**src/rtl/station_array.sv**
```systemverilog
// station_array
//   Multi-entry reservation station. Holds up to DEPTH in-flight iops, each
//   stepping through its own 3-bit state machine, and presents the oldest
//   issuable entry (LOAD_0/LOAD_1/ALU/STORE) to the scheduler every cycle.
//   Load data returns from the LSU addressed by slot tag.
//
// Ports
//   clk, a_rst_n          clock (rising edge) and async active-low reset
//   id_ack, id_iop*       decode handshake and iop payload (pc, k16, init state)
//   id_feed               at least one entry is free
//   lsu_wb/tag/data       load data return strobe, target slot and data
//   flush                 synchronous discard of every entry
//   r_*                   presented entry: valid, slot, status, payload,
//                         whether an ack this cycle frees it
//   sched_ack             scheduler accepts the presented step
//   r_occupancy           number of entries not in COMPLETE
module station_array #(
    parameter int DEPTH  = 4,
    parameter int SLOT_W = 2,
    parameter int IOP_W  = 32,
    parameter int DATA_W = 16
) (
    input  logic              clk,
    input  logic              a_rst_n,
    input  logic              id_ack,
    input  logic [IOP_W-1:0]  id_iop,
    input  logic [2:0]        id_iop_init,
    input  logic [DATA_W-1:0] id_pc,
    input  logic [DATA_W-1:0] id_k16,
    output logic              id_feed,
    input  logic              lsu_wb,
    input  logic [SLOT_W-1:0] lsu_tag,
    input  logic [DATA_W-1:0] lsu_data,
    input  logic              flush,
    output logic              r_valid,
    output logic [SLOT_W-1:0] r_slot,
    output logic [2:0]        r_status,
    output logic [IOP_W-1:0]  r_iop,
    output logic [DATA_W-1:0] r_pc,
    output logic [DATA_W-1:0] r_k16,
    output logic              r_will_complete,
    input  logic              sched_ack,
    output logic [SLOT_W:0]   r_occupancy
);

    typedef enum logic [2:0] {
        COMPLETE = 3'b000,
        WAIT_1   = 3'b001,
        WAIT_2   = 3'b010,
        WAIT_3   = 3'b011,
        LOAD_0   = 3'b100,
        LOAD_1   = 3'b101,
        ALU      = 3'b110,
        STORE    = 3'b111
    } stepState_e;

    stepState_e        stepState_q [DEPTH];
    stepState_e        stepState_d [DEPTH];
    logic [IOP_W-1:0]  iop_q [DEPTH];
    logic [DATA_W-1:0] pc_q  [DEPTH];
    logic [DATA_W-1:0] k16_q [DEPTH];
    // age_q[j][i] set means entry j was allocated before entry i
    logic [DEPTH-1:0]  age_q [DEPTH];
    logic [DEPTH-1:0]  age_d [DEPTH];

    logic [DEPTH-1:0]  freeMask;
    logic [DEPTH-1:0]  issuable;
    logic              allocHit;
    logic [SLOT_W-1:0] allocIdx;
    logic              doAlloc;
    logic              selHit;
    logic              olderFound;
    logic [SLOT_W-1:0] selIdx;
    logic              ackSel;
    logic              selCompletes;

    // Free entries feed the allocator; lowest free index wins
    always_comb begin
        allocHit = 1'b0;
        allocIdx = '0;
        for (int i = 0; i < DEPTH; i++) begin
            freeMask[i] = (stepState_q[i] == COMPLETE);
            issuable[i] = stepState_q[i][2];
            if (freeMask[i] && !allocHit) begin
                allocHit = 1'b1;
                allocIdx = SLOT_W'(i);
            end
        end
        id_feed = |freeMask;
        // An init state of COMPLETE carries no work, so it must not take a slot
        doAlloc = id_feed & id_ack & (id_iop_init != 3'b000) & ~flush;
    end

    // Oldest issuable entry: no other issuable entry is marked older than it
    always_comb begin
        selHit     = 1'b0;
        selIdx     = '0;
        olderFound = 1'b0;
        for (int i = 0; i < DEPTH; i++) begin
            olderFound = 1'b0;
            for (int j = 0; j < DEPTH; j++) begin
                if (j != i && issuable[j] && age_q[j][i]) begin
                    olderFound = 1'b1;
                end
            end
            if (issuable[i] && !olderFound && !selHit) begin
                selHit = 1'b1;
                selIdx = SLOT_W'(i);
            end
        end
    end

    // Presentation outputs are forced to zero when nothing is issuable
    always_comb begin
        r_valid  = |issuable;
        r_slot   = r_valid ? selIdx : '0;
        r_status = r_valid ? stepState_q[selIdx] : 3'b000;
        r_iop    = r_valid ? iop_q[selIdx] : '0;
        r_pc     = r_valid ? pc_q[selIdx] : '0;
        r_k16    = r_valid ? k16_q[selIdx] : '0;
        case (stepState_q[selIdx])
            LOAD_1:  selCompletes = iop_q[selIdx][28];
            ALU:     selCompletes = ~iop_q[selIdx][23];
            STORE:   selCompletes = 1'b1;
            default: selCompletes = 1'b0;
        endcase
        r_will_complete = r_valid & selCompletes;
        ackSel          = r_valid & sched_ack;
    end

    always_comb begin
        r_occupancy = '0;
        for (int i = 0; i < DEPTH; i++) begin
            if (!freeMask[i]) begin
                r_occupancy = r_occupancy + (SLOT_W+1)'(1);
            end
        end
    end

    // Per-entry step machine; flush overrides every other event
    always_comb begin
        for (int i = 0; i < DEPTH; i++) begin
            stepState_d[i] = stepState_q[i];
            case (stepState_q[i])
                COMPLETE: if (doAlloc && allocIdx == SLOT_W'(i)) stepState_d[i] = stepState_e'(id_iop_init);
                WAIT_1:   if (lsu_wb && lsu_tag == SLOT_W'(i)) stepState_d[i] = LOAD_1;
                WAIT_2:   if (lsu_wb && lsu_tag == SLOT_W'(i)) stepState_d[i] = ALU;
                WAIT_3:   stepState_d[i] = STORE;
                LOAD_0:   if (ackSel && selIdx == SLOT_W'(i)) stepState_d[i] = WAIT_1;
                LOAD_1:   if (ackSel && selIdx == SLOT_W'(i)) stepState_d[i] = iop_q[i][28] ? COMPLETE : WAIT_2;
                ALU:      if (ackSel && selIdx == SLOT_W'(i)) stepState_d[i] = iop_q[i][23] ? STORE : COMPLETE;
                STORE:    if (ackSel && selIdx == SLOT_W'(i)) stepState_d[i] = COMPLETE;
                default:  stepState_d[i] = stepState_q[i];
            endcase
            if (flush) begin
                stepState_d[i] = COMPLETE;
            end
        end
    end

    // A new entry becomes youngest: it is younger than every other entry,
    // whether live or not; stale bits of free entries are never consulted
    always_comb begin
        for (int j = 0; j < DEPTH; j++) begin
            age_d[j] = age_q[j];
        end
        if (flush) begin
            for (int j = 0; j < DEPTH; j++) begin
                age_d[j] = '0;
            end
        end else if (doAlloc) begin
            for (int j = 0; j < DEPTH; j++) begin
                if (SLOT_W'(j) == allocIdx) begin
                    age_d[j] = '0;
                end else begin
                    age_d[j][allocIdx] = 1'b1;
                end
            end
        end
    end

    always_ff @(posedge clk or negedge a_rst_n) begin
        if (!a_rst_n) begin
            for (int i = 0; i < DEPTH; i++) begin
                stepState_q[i] <= COMPLETE;
                age_q[i]       <= '0;
                iop_q[i]       <= '0;
                pc_q[i]        <= '0;
                k16_q[i]       <= '0;
            end
        end else begin
            for (int i = 0; i < DEPTH; i++) begin
                stepState_q[i] <= stepState_d[i];
                age_q[i]       <= age_d[i];
                if (doAlloc && allocIdx == SLOT_W'(i)) begin
                    iop_q[i] <= id_iop;
                    pc_q[i]  <= id_pc;
                    k16_q[i] <= id_k16;
                end else if (!flush && lsu_wb && lsu_tag == SLOT_W'(i) &&
                             (stepState_q[i] == WAIT_1 || stepState_q[i] == WAIT_2)) begin
                    k16_q[i] <= lsu_data;
                end
            end
        end
    end

endmodule
```
**config.mk**
```make
export PLATFORM = sky130hd
export DESIGN_NAME = station_array
export DESIGN_NICKNAME = d
export VERILOG_FILES = /design/src/rtl/station_array.sv
export SDC_FILE = /design/constraint.sdc
export NUM_CORES = 1
export LEC_CHECK = 0
export ABC_CLOCK_PERIOD_IN_PS = 3110
export CAP_MARGIN = 20
export CORE_AREA = 2 2 168 170
export DETAILED_ROUTE_END_ITERATION = 8
export DIE_AREA = 0 0 170 172
export MAX_ROUTING_LAYER = met4
export PLACE_DENSITY_LB_ADDON = 0.3
export SYNTH_ARGS = -nofsm -noshare
export SYNTH_HDL_FRONTEND = slang
export SYNTH_SLANG_ARGS = --single-unit
```
**constraint.sdc**
```tcl
create_clock -name clk -period 3.11 [get_ports clk]
set_input_delay 0.622 -clock clk [delete_from_list [all_inputs] [get_ports clk]]
set_output_delay 0.622 -clock clk [all_outputs]
set_load 0.01 [all_outputs]
```
==> results by group <==
Run status
  • Outcome: complete, but fails checks
  • Failing checks: negative setup slack

Power and ir drop
  • Sw power: 0.008327 W
  • Internal power: 0.01281 W
  • Switch share: 39.39%
  • Pwr Total: 0.02114 W
  • PwrDens: 1186 nW/um^2
  • Logic pwr share: 53.7%
  • Max VDD drop: 0.7108 mV
  • Leakage power: 8.507 nW
  • Sequential power share: 30.3%
  • Clock power frac: 16.0%

Critical path
  • Crit end category: output pin
  • Arr. time, crit path: 2.79 ns
  • Req. time, crit path: 2.49 ns
  • Crit Path Category: reg -> out
  • Crit start category: register
  • Critical Path Fanout Max: 6

Yosys
  • Most used DFF post-synth: dfrtp_1
  • Mapped cell area: 13,520 um^2
  • Netlist cell types: 55
  • Syn Inst Count: 1,288
  • Synth Net Count: 1,384
  • Synth warn: 0
  • Ys async rst share: 100.0%
  • Syn Area/Cell: 10.50 um^2
  • Post-synth EDFFs: 0
  • Count of state elements after synthesis: 280
  • Sequential share of the synthesized area: 51.81%

STA
  • Minimum clock period: 3.416 ns
  • Worst slew margin: 52.49%
  • F_max: 292.8 MHz
  • Unrepaired setup endpoints after global routing: yes
  • Setup violators final: 67
  • Hold Slack: 0.07932 ns
  • Least-Margin Pin Slew: 0.7127 ns
  • Final hold vios: 0
  • Clock Skews: 0.01895 ns
  • Max-slew violations: 0
  • Fin crit share: 109.8%
  • Final worst-path setup slack: -0.3056 ns

Clock network
  • CTS Root Cell: clkbuf_16
  • Clk_lat worst skew: 0.55 ns
  • CTS tree: built
  • CTS Buffer Depth: 3
  • Clock transition at the registers of the reported paths: 0.07 ns
  • # hold bufs at CTS: 0
  • Max H-tree Level: 1
  • Clk sinks: 280
  • Num CTS Buffers: 30

Global routing
  • First-pass GRT wire length: 62,180 um
  • Number of global-route vias before repair: 11.39k
  • Congestion Overflow GR: 0
  • Largest net degree at the start of global routing: 86
  • Total track usage: 27.64%
  • Initial antenna violation count: 2

Floorplan
  • Die W: 170 um
  • Die area: 29,240 um^2
  • I/O pins: 166
  • Initial Utilization: 49.22%
  • Site Rows: 61
  • Core ar.: 27,480 um^2
  • Die height: 172 um

Cells and area
  • Final Util: 64.85%
  • # nets final: 1,621
  • Most common cell after layout, fill and taps aside: dfrtp_1
  • Area Growth Syn to Fin: 31.76%
  • Post-route cell area: 17,820 um^2
  • Layout cell share with drive strength beyond 1: 30.62%
  • Commonest non-fill, non-tap cells in the layout: 279 x dfrtp_1, 271 x nand2_1, 105 x a21oi_1, 97 x mux2_2, 92 x clkdlybuf4s50_1

Run
  • Max-cap violation count: 0

Route
  • Vias per inst: 5.988
  • WL final: 39,710 um
  • # DRC: 0
  • Vias: 11.35k
  • Pre-antenna DRT Iters: 6
  • WL/cell: 20.94 um
  • DR iter-0 viols: 1,509
  • Antenna Nets Post-Route: 0

Placement
  • DP HPWL: 24,050 um
  • Port bufs: 165
  • GPL Wtd Cong: 0.8708
  • Place WS: -0.3019 ns
  • Cell Area, Placed: 16,110 um^2

Worst hold path
  • HP Class: in -> async
-- stage by stage --
stage	instances	setup TNS, ns
after floorplan	1288	0
after CTS	1869	-6.081
after global placement	1790	-0.7232
after detailed placement	1790	-1.218
after global routing	1896	-16.56
final	1896	-8.130
-- metal layers --
| metal | up-vias | part of all wire, % | track usage, % |
|---|---|---|---|
| li1 | 5103 | - | - |
| met1 | 5634 | 43 | 37.17 |
| met2 | 557 | 47 | 44.28 |
| met3 | 59 | 8.6 | 4.921 |
| met4 | 0 | 1.7 | 6.243 |
| met5 | - | 0 | - |
-- power groups by stage --
stage / sequential, W / clock (W) / combinational [W]
final: 0.00640 / 0.00339 / 0.0114
after global routing: 0.00659 / 0.00361 / 0.0123
after CTS: 0.00634 / 0.00343 / 0.0108
after detailed placement: 0.00634 / 0 / 0.0101
after global placement: 0.00626 / 0 / 0.00986
after floorplan: 0.00603 / 0 / 0.00574
-- critical path: stages (launching register included) --
cell and delay, ns:
dfrtp_2 0.45, a22oi_2 0.14, and3_4 0.27, nor3_4 0.08, buf_6 0.12, buf_12 0.13, a222oi_1 0.41, buf_4 0.20
nand4b_1 0.11, a21o_1 0.20, buf_6 0.12
-- kinds of logic after synthesis --
logic type      after synthesis  synth area share (%)
mux                         192                 16.81
flops                       280                 51.81
fa+ha+maj                     5                0.4626
buf+inv                     115                 3.821
xor+xnor                      7                0.4533
compound gates              282                 14.34
simple gates                407                 12.30
-- sequential cells by signal, summed over array words and instances, names as in the netlist --
signal	count
age_q	12
issuable	4
stepState_q	8
iop_q	128
k16_q	64
pc_q	64
-- final timing paths --
kind	from	endpoint	slack [ns]	cells after the start
worst max register to register	issuable[1]	stepState_q[6]	0.23	9
min in group clk	pc_q[10]	pc_q[10]	0.48	2
worst max-delay path	issuable[1]	r_will_complete	-0.31	10
worst min-delay path	a_rst_n	age_q[10]	0.08	1
worst min register to register	pc_q[10]	pc_q[10]	0.48	2
max in group asynchronous	a_rst_n	pc_q[60]	2.18	2
-- Yosys cell counts, types with 2 or more instances --
cell type | count | area [um^2]
o31ai_1 | 4 | 30.03
o21ai_0 | 30 | 150.1
a21o_1 | 3 | 22.52
nor3b_1 | 2 | 15.01
a21oi_1 | 124 | 620.6
nand2_1 | 292 | 1096
buf_1 | 10 | 37.54
nand3_1 | 10 | 50.05
a31oi_1 | 3 | 18.77
and4_1 | 2 | 17.52
dfrtp_1 | 280 | 7007
mux2_2 | 97 | 1092
a31o_2 | 2 | 17.52
a222oi_1 | 65 | 650.6
nor3_1 | 7 | 35.03
a211oi_1 | 4 | 30.03
a311oi_1 | 4 | 35.03
nand2b_1 | 3 | 18.77
mux2_4 | 46 | 690.7
inv_1 | 16 | 60.06
a221oi_1 | 4 | 35.03
clkbuf_1 | 61 | 229.0
nand4b_1 | 2 | 17.52
xnor2_1 | 2 | 17.52
a32oi_1 | 3 | 26.28
or3_1 | 7 | 43.79
nor4_1 | 2 | 12.51
and3_1 | 3 | 18.77
buf_6 | 8 | 90.09
a2111oi_0 | 3 | 26.28
a22oi_1 | 20 | 150.1
mux2i_1 | 49 | 490.5
o211ai_1 | 3 | 22.52
ha_1 | 5 | 62.56
a211o_1 | 2 | 17.52
buf_2 | 20 | 100.1
or2_2 | 2 | 12.51
nand4_1 | 3 | 18.77
nor2_1 | 65 | 244.0
xor2_1 | 5 | 43.79
-- what timing repair did --
action                     4_1_cts  5_1_grt
pin swaps                       73       72
buffers inserted                19       27
resized for setup              350       76
setup endpoints to repair       73       73
gates cloned                     7        4
-- area by class of cell --
class	count	area [um^2]
fillers	2142	9657
flip-flops and latches	280	7008
diodes	2	5.005
multi-input cells	893	6381
well taps	346	432.9
repair buffers	304	3003
clock buffers	46	872.1
clock inverters	9	57.56
inverters	16	60.06
Power figures use the tool's default switching activity.
